--- src/rtl/fifo_burst_drain_ctrl_if.sv ---
// fifo_burst_drain_ctrl_if: FIFO read port and consumer stream seen by the burst drain controller.
interface fifo_burst_drain_ctrl_if #(parameter int DATA_W = 12);
    logic              start;
    logic              fifo_empty;
    logic              fifo_full;
    logic [DATA_W-1:0] fifo_data_out;
    logic              fifo_rd_en;
    logic [DATA_W-1:0] m_data;
    logic              m_valid;
    logic              m_ready;
    logic              m_first;
    logic              m_last;
    modport master (
        input  start, fifo_empty, fifo_full, fifo_data_out, m_ready,
        output fifo_rd_en, m_data, m_valid, m_first, m_last
    );
    modport slave (
        output start, fifo_empty, fifo_full, fifo_data_out, m_ready,
        input  fifo_rd_en, m_data, m_valid, m_first, m_last
    );
endinterface

--- src/rtl/fifo_burst_drain_ctrl.sv ---
// fifo_burst_drain_ctrl: drains up to BURST_LEN FIFO words per burst onto a framed valid/ready stream.
module fifo_burst_drain_ctrl #(
    parameter int DATA_W    = 12,
    parameter int BURST_LEN = 4,
    parameter int AUTO_FULL = 1
) (
    input  logic                    clk,
    input  logic                    rst_n,
    fifo_burst_drain_ctrl_if.master bus,
    output logic                    o_busy,
    output logic [15:0]             o_bursts_done
);
    localparam int CNT_W = $clog2(BURST_LEN + 1);
    localparam logic [CNT_W-1:0] LAST_CNT = CNT_W'(BURST_LEN - 1);
    localparam logic AUTO = (AUTO_FULL != 0);

    typedef enum logic [1:0] {IDLE, READ, WAIT, HOLD} state_t;

    state_t            r_state, w_next;
    logic [CNT_W-1:0]  r_cnt;
    logic [DATA_W-1:0] r_data;
    logic              r_valid, r_first, r_last;
    logic [15:0]       r_bursts;
    logic              w_go, w_acc;

    assign w_go  = (bus.start | (AUTO & bus.fifo_full)) & ~bus.fifo_empty;
    assign w_acc = r_valid & bus.m_ready;

    always_comb begin
        w_next = r_state;
        case (r_state)
            IDLE:    w_next = w_go ? READ : IDLE;
            READ:    w_next = WAIT;
            WAIT:    w_next = HOLD;
            HOLD:    w_next = w_acc ? (r_last ? IDLE : READ) : HOLD;
            default: w_next = IDLE;
        endcase
    end

    // FIFO data is valid in WAIT; its empty flag there already reflects this read
    always_ff @(posedge clk) begin
        if (!rst_n) begin
            r_state  <= IDLE;
            r_cnt    <= '0;
            r_data   <= '0;
            r_valid  <= 1'b0;
            r_first  <= 1'b0;
            r_last   <= 1'b0;
            r_bursts <= '0;
        end else begin
            r_state <= w_next;
            if (r_state == IDLE && w_go)
                r_cnt <= '0;
            if (r_state == WAIT) begin
                r_data  <= bus.fifo_data_out;
                r_first <= (r_cnt == '0);
                r_last  <= (r_cnt == LAST_CNT) | bus.fifo_empty;
                r_valid <= 1'b1;
            end
            if (r_state == HOLD && w_acc) begin
                r_valid <= 1'b0;
                if (r_last)
                    r_bursts <= r_bursts + 16'd1;
                else
                    r_cnt <= r_cnt + CNT_W'(1);
            end
        end
    end

    assign bus.fifo_rd_en = (r_state == READ);
    assign bus.m_data     = r_data;
    assign bus.m_valid    = r_valid;
    assign bus.m_first    = r_first;
    assign bus.m_last     = r_last;
    assign o_busy         = (r_state != IDLE);
    assign o_bursts_done  = r_bursts;
endmodule

--- src/flat_wrapper.sv ---
// flat-port wrapper written by rule: the top's interface ports become plain ports
module fifo_burst_drain_ctrl_flat 
#(
    parameter int DATA_W    = 12,
    parameter int BURST_LEN = 4,
    parameter int AUTO_FULL = 1
)
  (clk, rst_n, o_busy, o_bursts_done, bus_start, bus_fifo_empty, bus_fifo_full, bus_fifo_data_out, bus_m_ready, bus_fifo_rd_en, bus_m_data, bus_m_valid, bus_m_first, bus_m_last);
  fifo_burst_drain_ctrl_if #(.DATA_W(DATA_W)) bus_i ();
  input  logic clk;
  input  logic rst_n;
  output logic o_busy;
  output logic [15:0] o_bursts_done;
  input wire logic [$bits(bus_i.start)-1:0] bus_start;
  input wire logic [$bits(bus_i.fifo_empty)-1:0] bus_fifo_empty;
  input wire logic [$bits(bus_i.fifo_full)-1:0] bus_fifo_full;
  input wire logic [$bits(bus_i.fifo_data_out)-1:0] bus_fifo_data_out;
  input wire logic [$bits(bus_i.m_ready)-1:0] bus_m_ready;
  output wire logic [$bits(bus_i.fifo_rd_en)-1:0] bus_fifo_rd_en;
  output wire logic [$bits(bus_i.m_data)-1:0] bus_m_data;
  output wire logic [$bits(bus_i.m_valid)-1:0] bus_m_valid;
  output wire logic [$bits(bus_i.m_first)-1:0] bus_m_first;
  output wire logic [$bits(bus_i.m_last)-1:0] bus_m_last;
  assign bus_i.start = bus_start;
  assign bus_i.fifo_empty = bus_fifo_empty;
  assign bus_i.fifo_full = bus_fifo_full;
  assign bus_i.fifo_data_out = bus_fifo_data_out;
  assign bus_i.m_ready = bus_m_ready;
  assign bus_fifo_rd_en = bus_i.fifo_rd_en;
  assign bus_m_data = bus_i.m_data;
  assign bus_m_valid = bus_i.m_valid;
  assign bus_m_first = bus_i.m_first;
  assign bus_m_last = bus_i.m_last;
  fifo_burst_drain_ctrl #(.DATA_W(DATA_W), .BURST_LEN(BURST_LEN), .AUTO_FULL(AUTO_FULL)) u_core (.clk(clk), .rst_n(rst_n), .bus(bus_i), .o_busy(o_busy), .o_bursts_done(o_bursts_done));
endmodule
--- config.mk ---
export PLATFORM = sky130hd
export DESIGN_NAME = fifo_burst_drain_ctrl_flat
export DESIGN_NICKNAME = d
export VERILOG_FILES = /design/src/rtl/fifo_burst_drain_ctrl_if.sv /design/src/rtl/fifo_burst_drain_ctrl.sv /design/src/flat_wrapper.sv
export SDC_FILE = /design/constraint.sdc
export NUM_CORES = 1
export LEC_CHECK = 0
export ABC_AREA = 1
export BUFFER_PORTS_ARGS = -buffer_cell sky130_fd_sc_hd__clkbuf_2
export CORE_UTILIZATION = 37
export CTS_BUF_LIST = sky130_fd_sc_hd__clkbuf_8
export CTS_CLUSTER_DIAMETER = 50
export DETAILED_ROUTE_END_ITERATION = 8
export RECOVER_POWER = 25
export SLEW_MARGIN = 20
export SYNTH_ARGS = -nofsm -noshare
export SYNTH_HDL_FRONTEND = slang
export SYNTH_SLANG_ARGS = --single-unit
--- constraint.sdc ---
create_clock -name clk -period 1.78 [get_ports clk]
set_input_delay 0 -clock clk [delete_from_list [all_inputs] [get_ports clk]]
set_output_delay 0 -clock clk [all_outputs]
set_load 0.01 [all_outputs]
==> qor.csv <==
stage,metric,value,unit
logic_synthesis,yosys_warnings,0,
route,first_iter_violations,103,
outcome,status,"finished, final reports clean",
logic_synthesis,syn_nets,251,
floorplanning,num_rows,23,
worst_setup_path,reg2regPathDepth,9,
layout,area_growth,31.1,%
route,antenna_left,0,
floorplanning,fp.coreArea,4140,um2
layout,fill_cells,441,
worst_setup_path,cp.arrival,1.67,ns
global_route,antenna_found_initial,0,
global_route,grt_pass1_vias,1365,
floorplanning,initial_core_util,0.399,
global_route,grt_overflow,0,
clock_network,cts.hold.buffers_added,12,
floorplanning,die_area,4730,um2
route,vias_per_cell,4.60,
route,routed_wl,3800,um
floorplanning,die_w,68.8,um
power,power.density,832,nW/um2
sta,fin_worst_skew,0.00924,ns
logic_synthesis,syn_avg_cell_area,7.21,um2
global_route,grt_max_degree,25,
place,port_buffers,50,
global_route,grt_usage,0.182,
worst_hold_path,hp-class,input port to flip-flop,
layout,antenna_cells,0,
route,routedWlPerCell,11.0,um
sta,fin_tns_setup,0,ns
layout,layout_commonest_cell,nor2_1,
layout,seqCellArea,721,um2
place,dp_hpwl,2610,um
floorplanning,ios,51,
clock_network,clock_sinks,36,
clock_network,cts_max_level,2,
worst_setup_path,worstSetupStartpointType,flip-flop,
flow_run,maxCapViolCount,0,
clock_network,tritoncts,done,
route,drc,0,
sta,layout_min_cycle_time,1.45,ns
layout,utilization,0.522,
logic_synthesis,synthCells,229,
layout,final_cell_mix,"nor2_1 (56), dfxtp_1 (36), nand2_1 (35)",
sta,fmax,691,MHz
layout,layout.nets,317,
worst_hold_path,hold_depth,3,
floorplanning,die_h,68.8,um
sta,period_share,0.813,
worst_setup_path,worst-setup-path-type,flip-flop to flip-flop,
sta,relSlewSlack,0.691,
clock_network,postCtsSetupBuffers,0,
logic_synthesis,ys_seq_area_frac,0.436,
global_route,grt_pass1_wl,6150,um
place,finalWeightedCongestion,0.794,
sta,setup_viol,0,
worst_setup_path,critical_path_required,2.01,ns
power,vdd_drop_max,0.000372,V
logic_synthesis,synth-seq-cells,36,
clock_network,cts-root-buf,clkbuf_8,
power,leakage,0.983,nW
layout,drive_gt1_frac,0.162,
sta,hold_viol_final,0,
clock_network,cts_buffer_depth,2,
logic_synthesis,syn_area,1650,um2
layout,multiInputGateArea,805,um2
clock_network,clkTransAtPathRegs,0.08,ns
sta,slew_viol_final,0,
route,vias,1591,
worst_setup_path,cp_max_fo,8,
worst_setup_path,end_kind,flip-flop,
clock_network,clock_latency,0.29,ns
clock_network,cts-resized-gates,0,
sta,grt_setup_unrepaired,no,
logic_synthesis,synth.distinct_cells,25,
sta,worst_slew_pin_slew,0.462,ns
clock_network,cts_inserted_buffers,5,
route,dr.pass1.iters,4,
-- path summary, 6_finish.rpt --
path | end | slack (ns) | from
max | u_core.o_bursts_done[10]$_SDFFE_PN0P_ | 0.33 | u_core.o_bursts_done[1]$_SDFFE_PN0P_
min | u_core.bus.m_last$_SDFFE_PN0P_ | 0.05 | bus_fifo_empty
max reg2reg | u_core.o_bursts_done[10]$_SDFFE_PN0P_ | 0.33 | u_core.o_bursts_done[1]$_SDFFE_PN0P_
min reg2reg | u_core.r_cnt[2]$_SDFF_PN0_ | 0.47 | u_core.r_cnt[2]$_SDFF_PN0_
-- layout make-up --
type,instances,area share
Timing Repair Buffer,64,0.168
Clock buffer,5,0.0318
Inverter,28,0.0486
Tap cell,50,0.0289
Clock inverter,3,0.0179
Sequential cell,36,0.333
Multi-Input combinational cell,160,0.372
-- cell families (layout without fill, tap and decap cells) --
| logic type | after synthesis | count (layout) | synth area share |
|---|---|---|---|
| and+or+nand+nor | 120 | 120 | 0.338 |
| adders and majority gates | 4 | 4 | 0.0303 |
| xor gates and xnor gates | 2 | 2 | 0.0106 |
| AOI/OAI and AO/OA | 34 | 34 | 0.108 |
| DFF | 36 | 36 | 0.436 |
| buffers and inverters | 33 | 100 | 0.0765 |
-- cells in the mapped netlist --
| master | count | area [um2] |
|---|---|---|
| nand2_1 | 35 | 131 |
| a211oi_1 | 1 | 7.51 |
| or2_0 | 1 | 6.26 |
| inv_1 | 28 | 105 |
| o21ai_0 | 19 | 95.1 |
| nor2_1 | 56 | 210 |
| o21a_1 | 1 | 7.51 |
| nand4_1 | 7 | 43.8 |
| nand2_4 | 1 | 11.3 |
| nor3b_1 | 1 | 7.51 |
| ha_1 | 4 | 50.1 |
| nor2_8 | 2 | 40.0 |
| o21bai_1 | 1 | 7.51 |
| xor2_1 | 1 | 8.76 |
| nand3_1 | 9 | 45.0 |
| xnor2_1 | 1 | 8.76 |
| dfxtp_1 | 36 | 721 |
| buf_2 | 2 | 10.0 |
| clkbuf_1 | 3 | 11.3 |
| a21oi_1 | 11 | 55.1 |
| nor2_4 | 1 | 11.3 |
| nor3_1 | 5 | 25.0 |
| a31oi_1 | 1 | 6.26 |
| nand2_8 | 1 | 20.0 |
| nand2_2 | 1 | 6.26 |
-- metrics by stage --
stage | power (mW) | std cells | setup WS (ns) | instance area (um2) | hold WS [ns]
after global placement | 1.11 | 326 | 0.392 | 1960 | 0.250
after detailed placement | 1.11 | 326 | 0.341 | 1960 | 0.262
after floorplan | 1.02 | 229 | 0.436 | 1650 | 0.138
after CTS | 1.83 | 346 | 0.319 | 2190 | 0.0515
after global routing | 1.89 | 346 | 0.170 | 2160 | 0.0792
final | 1.80 | 346 | 0.334 | 2160 | 0.0514
-- flip-flops by register name, summed over array words and instances, names as in the netlist --
register	flops
u_core.bus.m_valid	1
u_core.r_state	2
u_core.bus.m_last	1
u_core.bus.m_data	12
u_core.o_bursts_done	16
u_core.r_cnt	3
u_core.bus.m_first	1
-- per-layer routing --
| layer | part of all wire | wire, um | vias up | track usage |
|---|---|---|---|---|
| li1 | - | - | 862 | - |
| met1 | 0.50 | 1900 | 681 | 0.239 |
| met2 | 0.42 | 1600 | 43 | 0.272 |
| met3 | 0.066 | 249 | 5 | 0.0592 |
| met4 | 0.013 | 51 | 0 | 0.0765 |
| met5 | 0 | 0 | - | 0 |
-- worst max-delay path, stage by stage (launching register included) --
cell     delay, ns
dfxtp_1       0.37
ha_1          0.20
nand2_1       0.06
nor2_1        0.15
nand2_1       0.15
nor2_8        0.19
nand3_1       0.08
nand2_1       0.06
inv_1         0.04
nor2_1        0.08
-- power breakdown --
part	switching [mW]	internal (mW)	total, mW
combinational	0.128	0.0933	0.221
sequential	0.0306	0.848	0.878
clock	0.291	0.410	0.701
Note: power is estimated with default switching activity, not from simulation.
